### src/rtl/spi_avalon_bridge_fsm.sv
// SPI-slave to Avalon-MM transaction engine.
// Decodes a 32-bit header, then streams read or write bursts.
module spi_avalon_bridge_fsm #(
  parameter int DATA_WIDTH  = 32,
  parameter int ADDR_WIDTH  = 30,
  parameter int CNT_WIDTH   = 7,
  parameter int SWAP_BYTES  = 1,
  parameter int ACK_TIMEOUT = 255
) (
  input  logic                    clock,
  input  logic                    reset,
  input  logic                    csn,
  input  logic [CNT_WIDTH-1:0]    bit_cnt,
  input  logic [(DATA_WIDTH>32?DATA_WIDTH:32)-1:0] data_from_spi,
  input  logic                    ack,
  input  logic [DATA_WIDTH-1:0]   read_data_from_avalon,
  output logic                    read,
  output logic                    write,
  output logic [DATA_WIDTH/8-1:0] byte_enable,
  output logic [ADDR_WIDTH-1:0]   address,
  output logic [DATA_WIDTH-1:0]   write_data_to_avalon,
  output logic [DATA_WIDTH-1:0]   read_data_to_spi,
  output logic [15:0]             word_count,
  output logic                    error,
  output logic                    busy
);

  localparam int SW = (DATA_WIDTH > 32) ? DATA_WIDTH : 32;
  localparam int BW = DATA_WIDTH / 8;

  localparam logic [CNT_WIDTH-1:0] HDR_CNT  = CNT_WIDTH'(32);
  localparam logic [CNT_WIDTH-1:0] WORD_CNT = CNT_WIDTH'(32 + DATA_WIDTH);
  localparam logic [ADDR_WIDTH-1:0] STEP    = ADDR_WIDTH'(BW);
  localparam logic [15:0] TMO_LAST          = 16'(ACK_TIMEOUT - 1);

  localparam logic [2:0] S_IDLE    = 3'd0;
  localparam logic [2:0] S_HDR     = 3'd1;
  localparam logic [2:0] S_RD_REQ  = 3'd2;
  localparam logic [2:0] S_RD_SPI  = 3'd3;
  localparam logic [2:0] S_WR_WAIT = 3'd4;
  localparam logic [2:0] S_WR_REQ  = 3'd5;

  logic [2:0]           state;
  logic                 ack_q;
  logic [CNT_WIDTH-1:0] cnt_q;
  logic [CNT_WIDTH-1:0] cnt_qq;
  logic [SW-1:0]        data_q;
  logic                 hdr_evt;
  logic                 word_evt;
  logic                 fix;
  logic                 abort;
  logic [15:0]          tcnt;

  logic                  tmo;
  logic                  done;
  logic [ADDR_WIDTH-1:0] addr_inc;
  logic [15:0]           wc_inc;
  logic [DATA_WIDTH-1:0] wdata_sw;

  always_ff @(posedge clock or posedge reset) begin
    if (reset) begin
      ack_q    <= 1'b0;
      cnt_q    <= '0;
      cnt_qq   <= '0;
      data_q   <= '0;
      hdr_evt  <= 1'b0;
      word_evt <= 1'b0;
    end else begin
      ack_q    <= ack;
      cnt_q    <= bit_cnt;
      cnt_qq   <= cnt_q;
      data_q   <= data_from_spi;
      hdr_evt  <= (cnt_q == HDR_CNT) && (cnt_qq != HDR_CNT);
      word_evt <= (cnt_q == WORD_CNT) && (cnt_qq != WORD_CNT);
    end
  end

  // ack in the same cycle as the timeout wins
  assign tmo  = (ACK_TIMEOUT != 0) && (tcnt == TMO_LAST);
  assign done = ack_q || tmo;

  assign addr_inc = fix ? address : address + STEP;
  assign wc_inc   = (&word_count) ? word_count : word_count + 16'd1;

  always_comb begin
    wdata_sw = data_q[DATA_WIDTH-1:0];
    if (SWAP_BYTES != 0) begin
      for (int i = 0; i < BW; i++) begin
        wdata_sw[8*i +: 8] = data_q[8*(BW-1-i) +: 8];
      end
    end
  end

  assign byte_enable = (read || write) ? '1 : '0;
  assign busy        = (state != S_IDLE);

  always_ff @(posedge clock or posedge reset) begin
    if (reset) begin
      state                <= S_IDLE;
      read                 <= 1'b0;
      write                <= 1'b0;
      address              <= '0;
      write_data_to_avalon <= '0;
      read_data_to_spi     <= '0;
      word_count           <= '0;
      error                <= 1'b0;
      fix                  <= 1'b0;
      abort                <= 1'b0;
      tcnt                 <= '0;
    end else begin
      case (state)
        S_IDLE: begin
          if (!csn) state <= S_HDR;
        end
        S_HDR: begin
          if (csn) begin
            state <= S_IDLE;
          end else if (hdr_evt) begin
            address    <= data_q[ADDR_WIDTH-1:0];
            fix        <= data_q[30];
            error      <= 1'b0;
            word_count <= '0;
            tcnt       <= '0;
            abort      <= 1'b0;
            if (data_q[31]) begin
              read  <= 1'b1;
              state <= S_RD_REQ;
            end else begin
              state <= S_WR_WAIT;
            end
          end
        end
        S_RD_REQ: begin
          if (done) begin
            read             <= 1'b0;
            tcnt             <= '0;
            abort            <= 1'b0;
            read_data_to_spi <= ack_q ? read_data_from_avalon : '1;
            if (!ack_q) error <= 1'b1;
            state <= (abort || csn) ? S_IDLE : S_RD_SPI;
          end else begin
            tcnt <= tcnt + 16'd1;
            if (csn) abort <= 1'b1;
          end
        end
        S_RD_SPI: begin
          if (csn) begin
            state <= S_IDLE;
          end else if (word_evt) begin
            word_count <= wc_inc;
            address    <= addr_inc;
            tcnt       <= '0;
            read       <= 1'b1;
            state      <= S_RD_REQ;
          end
        end
        S_WR_WAIT: begin
          if (csn) begin
            state <= S_IDLE;
          end else if (word_evt) begin
            write_data_to_avalon <= wdata_sw;
            tcnt                 <= '0;
            write                <= 1'b1;
            state                <= S_WR_REQ;
          end
        end
        S_WR_REQ: begin
          if (done) begin
            write <= 1'b0;
            tcnt  <= '0;
            abort <= 1'b0;
            if (!ack_q) error <= 1'b1;
            // an access cut short by csn is not counted
            if (!abort) begin
              word_count <= wc_inc;
              address    <= addr_inc;
            end
            state <= (abort || csn) ? S_IDLE : S_WR_WAIT;
          end else begin
            tcnt <= tcnt + 16'd1;
            if (csn) abort <= 1'b1;
          end
        end
        default: begin
          state <= S_IDLE;
          read  <= 1'b0;
          write <= 1'b0;
          abort <= 1'b0;
        end
      endcase
    end
  end

endmodule

### config.mk
export PLATFORM = sky130hd
export DESIGN_NAME = spi_avalon_bridge_fsm
export DESIGN_NICKNAME = d
export VERILOG_FILES = /design/src/rtl/spi_avalon_bridge_fsm.sv
export SDC_FILE = /design/constraint.sdc
export NUM_CORES = 1
export LEC_CHECK = 0
export CAP_MARGIN = 40
export CORE_MARGIN = 1
export CORE_UTILIZATION = 50
export CTS_CLUSTER_SIZE = 10
export DETAILED_ROUTE_END_ITERATION = 10
export GPL_TIMING_DRIVEN = 0
export PLACE_DENSITY = 0.8
export SKIP_CTS_REPAIR_TIMING = 1
export SYNTH_ARGS = -nofsm -noshare
export SYNTH_HDL_FRONTEND = slang
export SYNTH_SLANG_ARGS = --single-unit
export TNS_END_PERCENT = 50
### constraint.sdc
create_clock -name clock -period 8.23 [get_ports clock]
set_clock_uncertainty 0.15 [all_clocks]
set_input_delay 1.646 -clock clock [delete_from_list [all_inputs] [get_ports clock]]
set_output_delay 1.646 -clock clock [all_outputs]
set_load 0.01 [all_outputs]
---- After elaboration in Yosys (flattened, before gate mapping) ----
Cells that the tools add are included.
W data, S select, Z words.
word-level totals
  word-level logic and storage cells ...... 130
  output and inout port bits .............. 118
  bits in registers ....................... 183
operators by class
  add/subtract/negate cells ............... 3
  equal/unequal tests ..................... 29
  reduce and logical (&&, ||, !) cells .... 26
  multiplexer cells ....................... 51
  bitwise gates (word level) .............. 4
operators by type and width
  kind                     count
  $mux W30                 7
  $mux W16                 10
  $pmux W16 S3             2
  $pmux W30 S3             1
  $mux W3                  11
  $add A16 B1 Y16 const B  2
  $mux W32                 1
  $add A30 B3 Y30 const B  1
  $ne A2 B2 Y1 const B     13
  $pmux W3 S6              1
  $eq A16 B8 Y1 const B    1
  $reduce_and A16 Y1       1
  $reduce_and A7 Y1        2
  $mux W1                  12
  $reduce_and A5 Y1        2
  $ne A3 B3 Y1 const B     3
  $reduce_bool A3 Y1       3
  $reduce_and A4 Y1        2
  $eq A7 B6 Y1 const B     1
  $eq A7 B7 Y1 const B     1
  $ne A7 B6 Y1 const B     1
  $ne A7 B7 Y1 const B     1
  $eq A3 B2 Y1 const B     2
  $eq A3 B3 Y1 const B     2
  19 further kinds         30

---- Logic depth before layout (Yosys ltp) ----
Gate-level depths: netlist (run 1).
  word-level depth ........................ 5
  depth in mapped cells ................... 9
  mapped depth without buffers ............ 7

---- Worst setup path after synthesis (run 1) ----
OpenSTA, ideal clock, no wires.
  path kind ............................... in2reg
  start point ............................. input port csn
  end point ............................... register tcnt[9]
  buffers on the path ..................... 1
  arrival ................................. 3.069 ns
  data required time ...................... 8.001 ns
  path slack .............................. 4.932 ns
  cell stages on the path ................. 6
  cells stage by stage .................... clkbuf_1 nand2b_1 a21oi_1 o221ai_1 or3_2 a21oi_1
between the ends
  word-level cells in the longest chain between the ends .. 2
ends and longest elaborated chain
  element                                 RTL line  text
  from (decl)                             12        input logic csn,
  $ne A2 B2 Y1 (no source line)           n/a
  $reduce_and A5 Y1 (no source line) (*)  n/a
  to (signal assigned)                    142       tcnt <= tcnt + 16'd1;
  to (signal assigned)                    180       tcnt <= tcnt + 16'd1;
  to (decl)                               52        logic [15:0] tcnt;
Every way passes the cells marked *; elsewhere a longest branch is shown, timed or not.
A chain may end at the register's enable or synchronous reset.

---- Worst setup path after layout (run 1) ----
  start point ............................. register state[1]
  end point ............................... output port busy
between the ends
  word-level cells in the longest chain between the ends .. 1
ends and longest elaborated chain
  element                 RTL line  text
  from (decl)             43        logic [2:0] state;
  from (signal assigned)  140       state <= (abort || csn) ? S_IDLE : S_RD_SPI;
  from (signal assigned)  178       state <= (abort || csn) ? S_IDLE : S_WR_WAIT;
  $reduce_bool A3 Y1      95        assign busy = (state != S_IDLE);
  to (decl)               25        output logic busy
Every way passes these cells.

==> results.sh, run 1 <==
export IMPL_status="finished, final reports clean"
export IMPL_first_global_vias=6710
export IMPL_yosys_area_top_type_share_pct=56.7
export IMPL_syn_nets=798
export IMPL_final_setup_worst_slack_ns=4.19
export IMPL_fin_nets=1010
export IMPL_cts_tree="built"
export IMPL_final_cell_mix="clkdlybuf4s50_1 (192), dfrtp_1 (183), nand2_1 (41)"
export IMPL_critPathTopFamily="buffers and inverters"
export IMPL_max_freq_ghz=0.248
export IMPL_syn_area_per_cell_um2=11.2
export IMPL_synthFlopType="dfrtp_1"
export IMPL_finalSetupViolations=0
export IMPL_fillers=1213
export IMPL_whs_ns=0.225
export IMPL_overflow=0
export IMPL_gp_congestion=0.907
export IMPL_final_util_pct=68.8
export IMPL_grt_usage_pct=27.9
export IMPL_critPathMaxFanout=10
export IMPL_htreeDepth=4
export IMPL_clock_latency_ns=0.44
export IMPL_critPathSlowestCell="clkdlybuf4s50_1"
export IMPL_synthCells=719
export IMPL_fp_dieArea_um2=16700
export IMPL_cts_made_buffers=17
export IMPL_rows=46
export IMPL_final_common_cell="clkdlybuf4s50_1"
export IMPL_fin_crit_sh_pct=49.1
export IMPL_cts_sinks=183
export IMPL_critPathRequiredTime_ns=6.43
export IMPL_port_buffers=192
export IMPL_crit_path_end_kind="output pin"
export IMPL_drv_slew=0
export IMPL_synth_compound_area_share_pct=20.5
export IMPL_crit_cells=5
export IMPL_critical_path_class="reg2out"
export IMPL_drtIter0Drc=936
export IMPL_start_util_pct=51.0
export IMPL_rr_worst_depth=6
export IMPL_ys_seq_area_share_pct=56.7
export IMPL_seq_area_um2=4580
export IMPL_multiInputGateArea_um2=3220
export IMPL_synthArstFlopShare_pct=100
export IMPL_cpMostUsedCell="clkbuf_1"
export IMPL_tightest_slew_ns=0.863
export IMPL_max_stage_delay_ns=0.54
export IMPL_synth_mux_area_fraction_pct=5.13
export IMPL_synth_top_family_by_area="compound AO/OA/AOI/OAI gates"
export IMPL_ys_top_cells_by_area="dfrtp_1 (57%), mux2_2 (4.9%), o22a_1 (3.8%), a21oi_1 (2.3%), o21ai_0 (2.1%)"
export IMPL_drive_above_1_share_pct=9.75
export IMPL_wl_per_cell_um=19.3
export IMPL_clockBufferDepth=2
export IMPL_min_path_type="reg2reg"
export IMPL_grt_pass1_wl_um=35500
export IMPL_synth_xor_area_share_pct=0.108
export IMPL_rsz0062_at_grt="false"
export IMPL_dieHeight_um=129
export IMPL_antenna_cells=0
export IMPL_syn_to_final_growth_pct=34.9
export IMPL_yosys_area_share_simple_pct=13.6
export IMPL_clkSlewWorstSetupHoldPaths_ns=0.07
export IMPL_synth_edf_count=0
export IMPL_maxCapViolations=0
export IMPL_core_um2=15800
export IMPL_arrival_ns=2.24
export IMPL_synth_cell_types=66
export IMPL_io_pins=193
export IMPL_synthAdderAreaFrac_pct=0.620
export IMPL_period_minus_slack_ns=4.04
export IMPL_max_vdd_ir_drop_mv=0.209
export IMPL_first_pass_iters=6
export IMPL_dp_hpwl_um=15800
export IMPL_clockRootBuffer="clkbuf_16"
export IMPL_antenna_left=0
export IMPL_cp_num_buf_inv=3
export IMPL_hold_depth=0
export IMPL_syn_area_um2=8070
export IMPL_dp_slack_ns=3.92
export IMPL_vias_per_cell=6.08
export IMPL_power_density_nw_per_um2=305
export IMPL_p_leak_uw=0.00442
export IMPL_drc=0
export IMPL_routed_wirelength_um=22300
export IMPL_num_vias=7049
export IMPL_die_w_um=129
export IMPL_antenna_found_initial=0
export IMPL_ys_ff_latch=183
export IMPL_relSlewSlack_pct=41.9
export IMPL_worstPathCellList="clkbuf_1, clkbuf_1, nor2_1, nand2_1, clkdlybuf4s50_1"
export IMPL_grt_max_degree=113
export IMPL_hold_viol=0
export IMPL_yosysTopAreaCell="dfrtp_1"
export IMPL_start_kind="flop"
export IMPL_yosysWarnings=0
-- state kept, by name, indices dropped and copies added (netlist names) --
register,cells
word_count,16
address,30
hdr_evt,1
cnt_qq,7
data_q,32
cnt_q,7
write_data_to_avalon,32
fix,1
word_evt,1
read,1
read_data_to_spi,32
ack_q,1
error,1
write,1
tcnt,16
abort,1
state,3
-- synthesized netlist by cell type, drive strengths merged, types with 7 or more instances --
| library cell | instances |
|---|---|
| nand4 | 15 |
| inv | 14 |
| o22ai | 12 |
| a21oi | 37 |
| o31ai | 15 |
| o22a | 35 |
| nor3 | 12 |
| o41ai | 18 |
| a31oi | 20 |
| and3 | 12 |
| nand2b | 8 |
| nand3 | 30 |
| nand2 | 41 |
| nor2 | 37 |
| o21ai | 35 |
| buf | 10 |
| a2bb2oi | 7 |
| mux2 | 35 |
| clkbuf | 38 |
| dfrtp | 183 |
| or3 | 12 |
-- area by class of cell --
cell class	instances	share of cell area, %
sequential	183	42.0
multi-input combinational	473	29.6
timing repair buffer	193	17.9
clock buffer	17	3.91
tap	216	2.48
buffer	49	2.00
clock inverter	15	1.52
inverter	14	0.551
-- cell families after synthesis --
| group | after synthesis |
|---|---|
| compound gates | 227 |
| simple gates | 204 |
| flops | 183 |
| buf+inv | 63 |
| mux | 37 |
| fa+ha+maj | 4 |
| xor+xnor | 1 |
-- routing by layer --
metal	share of wire [%]	global-route usage [%]
met3	9.6	8.38
met4	2.2	10.0
met1	42	36.9
met2	47	43.8
met5	0	0
-- worst register-to-register path, stage by stage, from the launching register on --
cell and delay [ns]:
dfrtp_1 0.40, or4_4 0.57, nor4_4 0.55, o21ai_1 0.32
nor2_1 0.34, clkbuf_1 0.54, a2bb2oi_1 0.16
-- path summary, 6_finish.rpt --
kind                                 startpoint                                   end  slack (ns)
max                        state[1]$_DFFE_PP0P_                                  busy        4.19
min                          cnt_q[3]$_DFF_PP0_                   cnt_qq[3]$_DFF_PP0_        0.23
max reg2reg                 tcnt[9]$_DFFE_PP0P_               address[27]$_DFFE_PP0P_        5.04
max in group asynchronous                 reset             word_count[9]$_DFFE_PP0P_        5.47
min in group asynchronous                 reset  write_data_to_avalon[24]$_DFFE_PP0P_        1.53
min reg2reg                  cnt_q[3]$_DFF_PP0_                   cnt_qq[3]$_DFF_PP0_        0.23
-- per-stage QoR --
stage	instance area, µm²	cells	TNS [ns]	power, µW
global route	10900	1160	0	3480
CTS	10900	1160	0	3320
global placement	10300	1127	-154.38	2480
floorplan	8070	719	0	1900
finish	10900	1160	0	3330
detailed placement	10300	1128	0	2500
-- report_power, final --
group | switching (µW) | internal [µW] | total, µW
Sequential | 193 | 1090 | 1280
Clock | 381 | 429 | 810
Combinational | 639 | 599 | 1240
No activity file was read; power rests on OpenSTA's default activity.
==> run 2, diff against run 1 <==
- clock period: 8.23 -> 4.1 ns (I/O delays scaled with it)
==> run 2 against run 1 <==
  * Final area up 0.94%
  * Register-to-register slack worse by 4.1 ns
  * Non-clock buffer count up 4
  * Critical endpoint unchanged
==> results.sh, run 2 (same netlist as run 1, synthesis figures left out) <==
export IMPL_status="finished, final reports clean"
export IMPL_critPathRequiredTime_ns=3.13
export IMPL_period_minus_slack_ns=3.25
export IMPL_dp_slack_ns=0.674
export IMPL_max_vdd_ir_drop_mv=0.530
export IMPL_grt_max_degree=41
export IMPL_hold_viol=0
export IMPL_critPathSlowestCell="clkdlybuf4s50_1"
export IMPL_fp_dieArea_um2=16700
export IMPL_crit_path_end_kind="output pin"
export IMPL_cts_sinks=183
export IMPL_fin_setup_tns_ns=0
export IMPL_critical_path_class="reg2out"
export IMPL_rsz0062_at_grt="false"
export IMPL_hold_depth=0
export IMPL_clock_latency_ns=0.43
export IMPL_grt_usage_pct=28.3
export IMPL_htreeDepth=4
export IMPL_grt_pass1_wl_um=36100
export IMPL_final_cells=1164
export IMPL_clockRootBuffer="clkbuf_16"
export IMPL_max_freq_ghz=0.308
export IMPL_clkSlewWorstSetupHoldPaths_ns=0.07
export IMPL_wl_per_cell_um=19.3
export IMPL_placed_cells_incl_taps=1132
export IMPL_power_frac_seq_pct=37.8
export IMPL_power_density_nw_per_um2=615
export IMPL_drtIter0Drc=693
export IMPL_critPathMaxFanout=10
export IMPL_core_um2=15800
export IMPL_intPower_uw=4330
export IMPL_cts_tree="built"
export IMPL_num_vias=7046
export IMPL_start_util_pct=51.0
export IMPL_min_path_type="reg2reg"
export IMPL_syn_to_final_growth_pct=36.2
export IMPL_netSwitchingFraction_pct=35.9
export IMPL_die_w_um=129
export IMPL_comb_power_share_pct=37.0
export IMPL_fin_nets=1014
export IMPL_start_kind="flop"
export IMPL_largest_registers="data_q x32, read_data_to_spi x32, write_data_to_avalon x32"
export IMPL_dp_hpwl_um=15900
export IMPL_p_sw_uw=2430
export IMPL_first_pass_iters=5
export IMPL_vias_per_cell=6.05
export IMPL_max_stage_delay_ns=0.53
export IMPL_rows=46
export IMPL_tightest_slew_ns=0.903
export IMPL_worstPathCellList="clkbuf_1, clkbuf_1, nor2_1, nand2_1, clkdlybuf4s50_1"
export IMPL_first_global_vias=6893
export IMPL_p_leak_uw=0.00447
export IMPL_drc=0
export IMPL_maxCapViolations=0
export IMPL_clockBufferDepth=2
export IMPL_antenna_left=0
export IMPL_final_common_cell="clkdlybuf4s50_1"
export IMPL_gp_congestion=0.916
export IMPL_final_setup_worst_slack_ns=0.853
export IMPL_antenna_cells=0
export IMPL_drive_above_1_share_pct=10.1
export IMPL_finalSetupViolations=0
export IMPL_routed_wirelength_um=22500
export IMPL_port_buffers=192
export IMPL_final_cell_mix="clkdlybuf4s50_1 (192), dfrtp_1 (183), nand2_1 (41)"
export IMPL_fin_crit_sh_pct=79.2
export IMPL_arrival_ns=2.28
export IMPL_io_pins=193
export IMPL_power_frac_clock_pct=25.2
export IMPL_dieHeight_um=129
export IMPL_cts_made_buffers=17
export IMPL_cpMostUsedCell="clkbuf_1"
export IMPL_drv_slew=0
export IMPL_overflow=0
export IMPL_antenna_found_initial=0
export IMPL_rr_worst_depth=6
export IMPL_relSlewSlack_pct=39.3
[run 2: path summary, 6_finish.rpt]
path	startpoint	endpoint	slack, ns
max	state[1]$_DFFE_PP0P_	busy	0.85
min	cnt_q[4]$_DFF_PP0_	cnt_qq[4]$_DFF_PP0_	0.22
max reg2reg	tcnt[9]$_DFFE_PP0P_	address[11]$_DFFE_PP0P_	0.99
min reg2reg	cnt_q[4]$_DFF_PP0_	cnt_qq[4]$_DFF_PP0_	0.22
max in group asynchronous	reset	address[19]$_DFFE_PP0P_	2.44
min in group asynchronous	reset	read_data_to_spi[9]$_DFFE_PP0P_	0.59
[run 2: power groups by stage]
stage	Combinational [µW]	Sequential, µW	Clock (µW)
4_1_cts	2480	2540	1730
5_1_grt	2690	2600	1800
3_3_place_gp	2410	2560	0
3_5_place_dp	2450	2580	0
6_report	2500	2560	1700
2_1_floorplan	1170	2650	0
[run 2: cell type report]
class                      count  area [µm²]
fill                        1177        4830
sequential                   183        4580
multi-input combinational    473        3220
timing repair buffer         197        2020
clock buffer                  18         439
tap                          216         270
buffer                        49         218
clock inverter                14         185
inverter                      14        56.3
[run 2: worst max-delay path, delay by kind of cell, from the launching register on]
kind / cells / cell delay, ns
buffers and inverters: 3 / 1.27
flip-flops: 1 / 0.32
AND/OR/NAND/NOR: 2 / 0.25
[run 2: per-stage QoR]
stage	hold slack, ns	util [%]	power [µW]	cell area [µm²]
floorplan	0.204	-	3820	8080
global placement	0.206	64.9	4970	10300
detailed placement	0.210	65.5	5030	10400
CTS	0.226	69.5	6750	11000
global route	0.243	69.5	7100	11000
finish	0.225	69.5	6760	11000
[run 2: per-layer routing]
layer,share of wire [%],track usage [%],vias up
li1,-,-,3183
met1,40,36.4,3405
met2,47,44.7,408
met3,10,9.50,50
met4,2.5,10.9,0
met5,0,0,-
==> run 3, diff against run 2 <==
- clock period: 4.1 -> 3.05 ns (I/O delays scaled with it)
==> run 3 against run 2 <==
  * The run now ends with negative setup slack left
  * Via count is 0.31% higher
  * Clock power is 35% higher
  * Sequential power is 34% higher
  * Non-clock buffer count stayed put
  * Global-route usage stayed put
  * Setup slack worse by 0.91 ns
  * Wire length is 0.37% lower
  * Critical path depth is 1 higher
  * Final area hardly changed
  * Sequential cell count stayed put
  * Hold slack better by 0.0018 ns
  * Clock-buffer cell count stayed put
  * Largest cell class unchanged
==> results.sh, run 3 (same netlist as run 1, synthesis figures left out) <==
export IMPL_critPathRequiredTime_ns=3.18
export IMPL_dp_slack_ns=-0.166
export IMPL_busiest_layer="met2"
export IMPL_overflow=0
export IMPL_clkSlewWorstSetupHoldPaths_ns=0.07
export IMPL_largest_registers="data_q x32, read_data_to_spi x32, write_data_to_avalon x32"
export IMPL_cts_made_buffers=17
export IMPL_critPathTopFamily="simple AND/OR/NAND/NOR gates"
export IMPL_worstPathCellList="or4_4, nor4_4, o21ai_1, nor2_1, clkbuf_1, a21oi_1"
export IMPL_start_kind="flop"
export IMPL_maxCapViolations=0
export IMPL_design_area_um2=11000
export IMPL_antenna_found_initial=0
export IMPL_hold_viol=0
export IMPL_cp_num_buf_inv=1
export IMPL_num_vias=7068
export IMPL_start_util_pct=51.0
export IMPL_grt_usage_pct=28.3
export IMPL_drive_above_1_share_pct=10.4
export IMPL_clockBufferDepth=2
export IMPL_placed_cell_area_um2=10400
export IMPL_fin_crit_sh_pct=102
export IMPL_relSlewSlack_pct=42.1
export IMPL_rsz0062_at_grt="true"
export IMPL_min_path_type="reg2reg"
export IMPL_placed_cells_incl_taps=1132
export IMPL_cts_sinks=183
export IMPL_first_pass_iters=7
export IMPL_wl_per_cell_um=19.3
export IMPL_fillers=1175
export IMPL_die_w_um=129
export IMPL_gp_congestion=0.916
export IMPL_antenna_cells=0
export IMPL_critical_path_class="reg2reg"
export IMPL_max_freq_ghz=0.322
export IMPL_vias_per_cell=6.07
export IMPL_critPathSlowestCell="or4_4"
export IMPL_routed_wirelength_um=22400
export IMPL_period_minus_slack_ns=3.10
export IMPL_use_met1_pct=36.4
export IMPL_dieHeight_um=129
export IMPL_clockRootBuffer="clkbuf_16"
export IMPL_power_density_nw_per_um2=826
export IMPL_core_um2=15800
export IMPL_max_stage_delay_ns=0.57
export IMPL_violations="negative setup slack"
export IMPL_grt_pass1_wl_um=36100
export IMPL_fin_nets=1014
export IMPL_fp_dieArea_um2=16700
export IMPL_critPathMaxFanout=10
export IMPL_met2_usage_pct=44.7
export IMPL_drv_slew=0
export IMPL_finalSetupViolations=20
export IMPL_p_leak_uw=0.00448
export IMPL_whs_ns=0.227
export IMPL_htreeDepth=4
export IMPL_final_common_cell="clkdlybuf4s50_1"
export IMPL_port_buffers=192
export IMPL_io_pins=193
export IMPL_use_met3_pct=9.50
export IMPL_final_cell_mix="clkdlybuf4s50_1 (192), dfrtp_1 (183), nand2_1 (41)"
export IMPL_syn_to_final_growth_pct=36.2
export IMPL_first_global_vias=6893
export IMPL_max_vdd_ir_drop_mv=0.712
export IMPL_final_cells=1164
export IMPL_grt_max_degree=41
export IMPL_drc=0
export IMPL_antenna_left=0
export IMPL_clock_latency_ns=0.43
export IMPL_rows=46
export IMPL_dp_hpwl_um=15900
export IMPL_crit_path_end_kind="flop"
export IMPL_drtIter0Drc=715
export IMPL_cts_tree="built"
export IMPL_tightest_slew_ns=0.861
export IMPL_status="finished with violations"
export IMPL_final_setup_worst_slack_ns=-0.0525
export IMPL_arrival_ns=3.24
-- run 3: cell count changes in the layout (fill, tap and decap cells not counted), sizes merged --
| cell | before | now |
|---|---|---|
| clkbuf | 56 | 55 |
| buf | 15 | 16 |
-- run 3: layout make-up --
cell class / instances / area, µm² / area share, %
Sequential cell: 183 / 4580 / 41.6
Multi-Input combinational cell: 473 / 3230 / 29.3
Timing Repair Buffer: 197 / 2020 / 18.4
Clock buffer: 18 / 439 / 3.99
Tap cell: 216 / 270 / 2.46
Buffer: 49 / 220 / 2.00
Clock inverter: 14 / 185 / 1.68
Inverter: 14 / 56.3 / 0.512
-- run 3: worst reg2reg max path, stage by stage (launching register included) --
cell,delay [ns]
dfrtp_1,0.40
or4_4,0.57
nor4_4,0.52
o21ai_1,0.32
nor2_1,0.35
clkbuf_1,0.50
a21oi_1,0.15
-- run 3: worst paths after layout --
check | start | end | slack [ns] | cells after the start
max reg2reg | tcnt[9]$_DFFE_PP0P_ | address[11]$_DFFE_PP0P_ | -0.05 | 6
max | tcnt[9]$_DFFE_PP0P_ | address[11]$_DFFE_PP0P_ | -0.05 | 6
min | cnt_q[4]$_DFF_PP0_ | cnt_qq[4]$_DFF_PP0_ | 0.23 | 0
min reg2reg | cnt_q[4]$_DFF_PP0_ | cnt_qq[4]$_DFF_PP0_ | 0.23 | 0
min in group asynchronous | reset | read_data_to_spi[9]$_DFFE_PP0P_ | 0.38 | 2
max in group asynchronous | reset | word_count[10]$_DFFE_PP0P_ | 1.60 | 4
-- run 3: where the power goes --
part	switching (µW)	internal [µW]	leakage [µW]	total (µW)
Clock	1020	1270	0.000299	2290
Combinational	1740	1630	0.00191	3370
Sequential	504	2930	0.00227	3440
-- run 3: layer usage --
metal / share of wire (%) / up-vias
li1: - / 3191
met1: 40 / 3402
met2: 47 / 421
met3: 11 / 54
met4: 2.7 / 0
met5: 0 / -
-- run 3: stage by stage --
step	total power (µW)	setup TNS (ns)	util (%)
final	9090	-0.539	69.5
after global routing	9550	-2.86	69.5
after CTS	9080	-0.0194	69.5
after detailed placement	6760	-5.23	65.5
after global placement	6680	-272.02	64.9
after floorplan	5130	-11.08	-
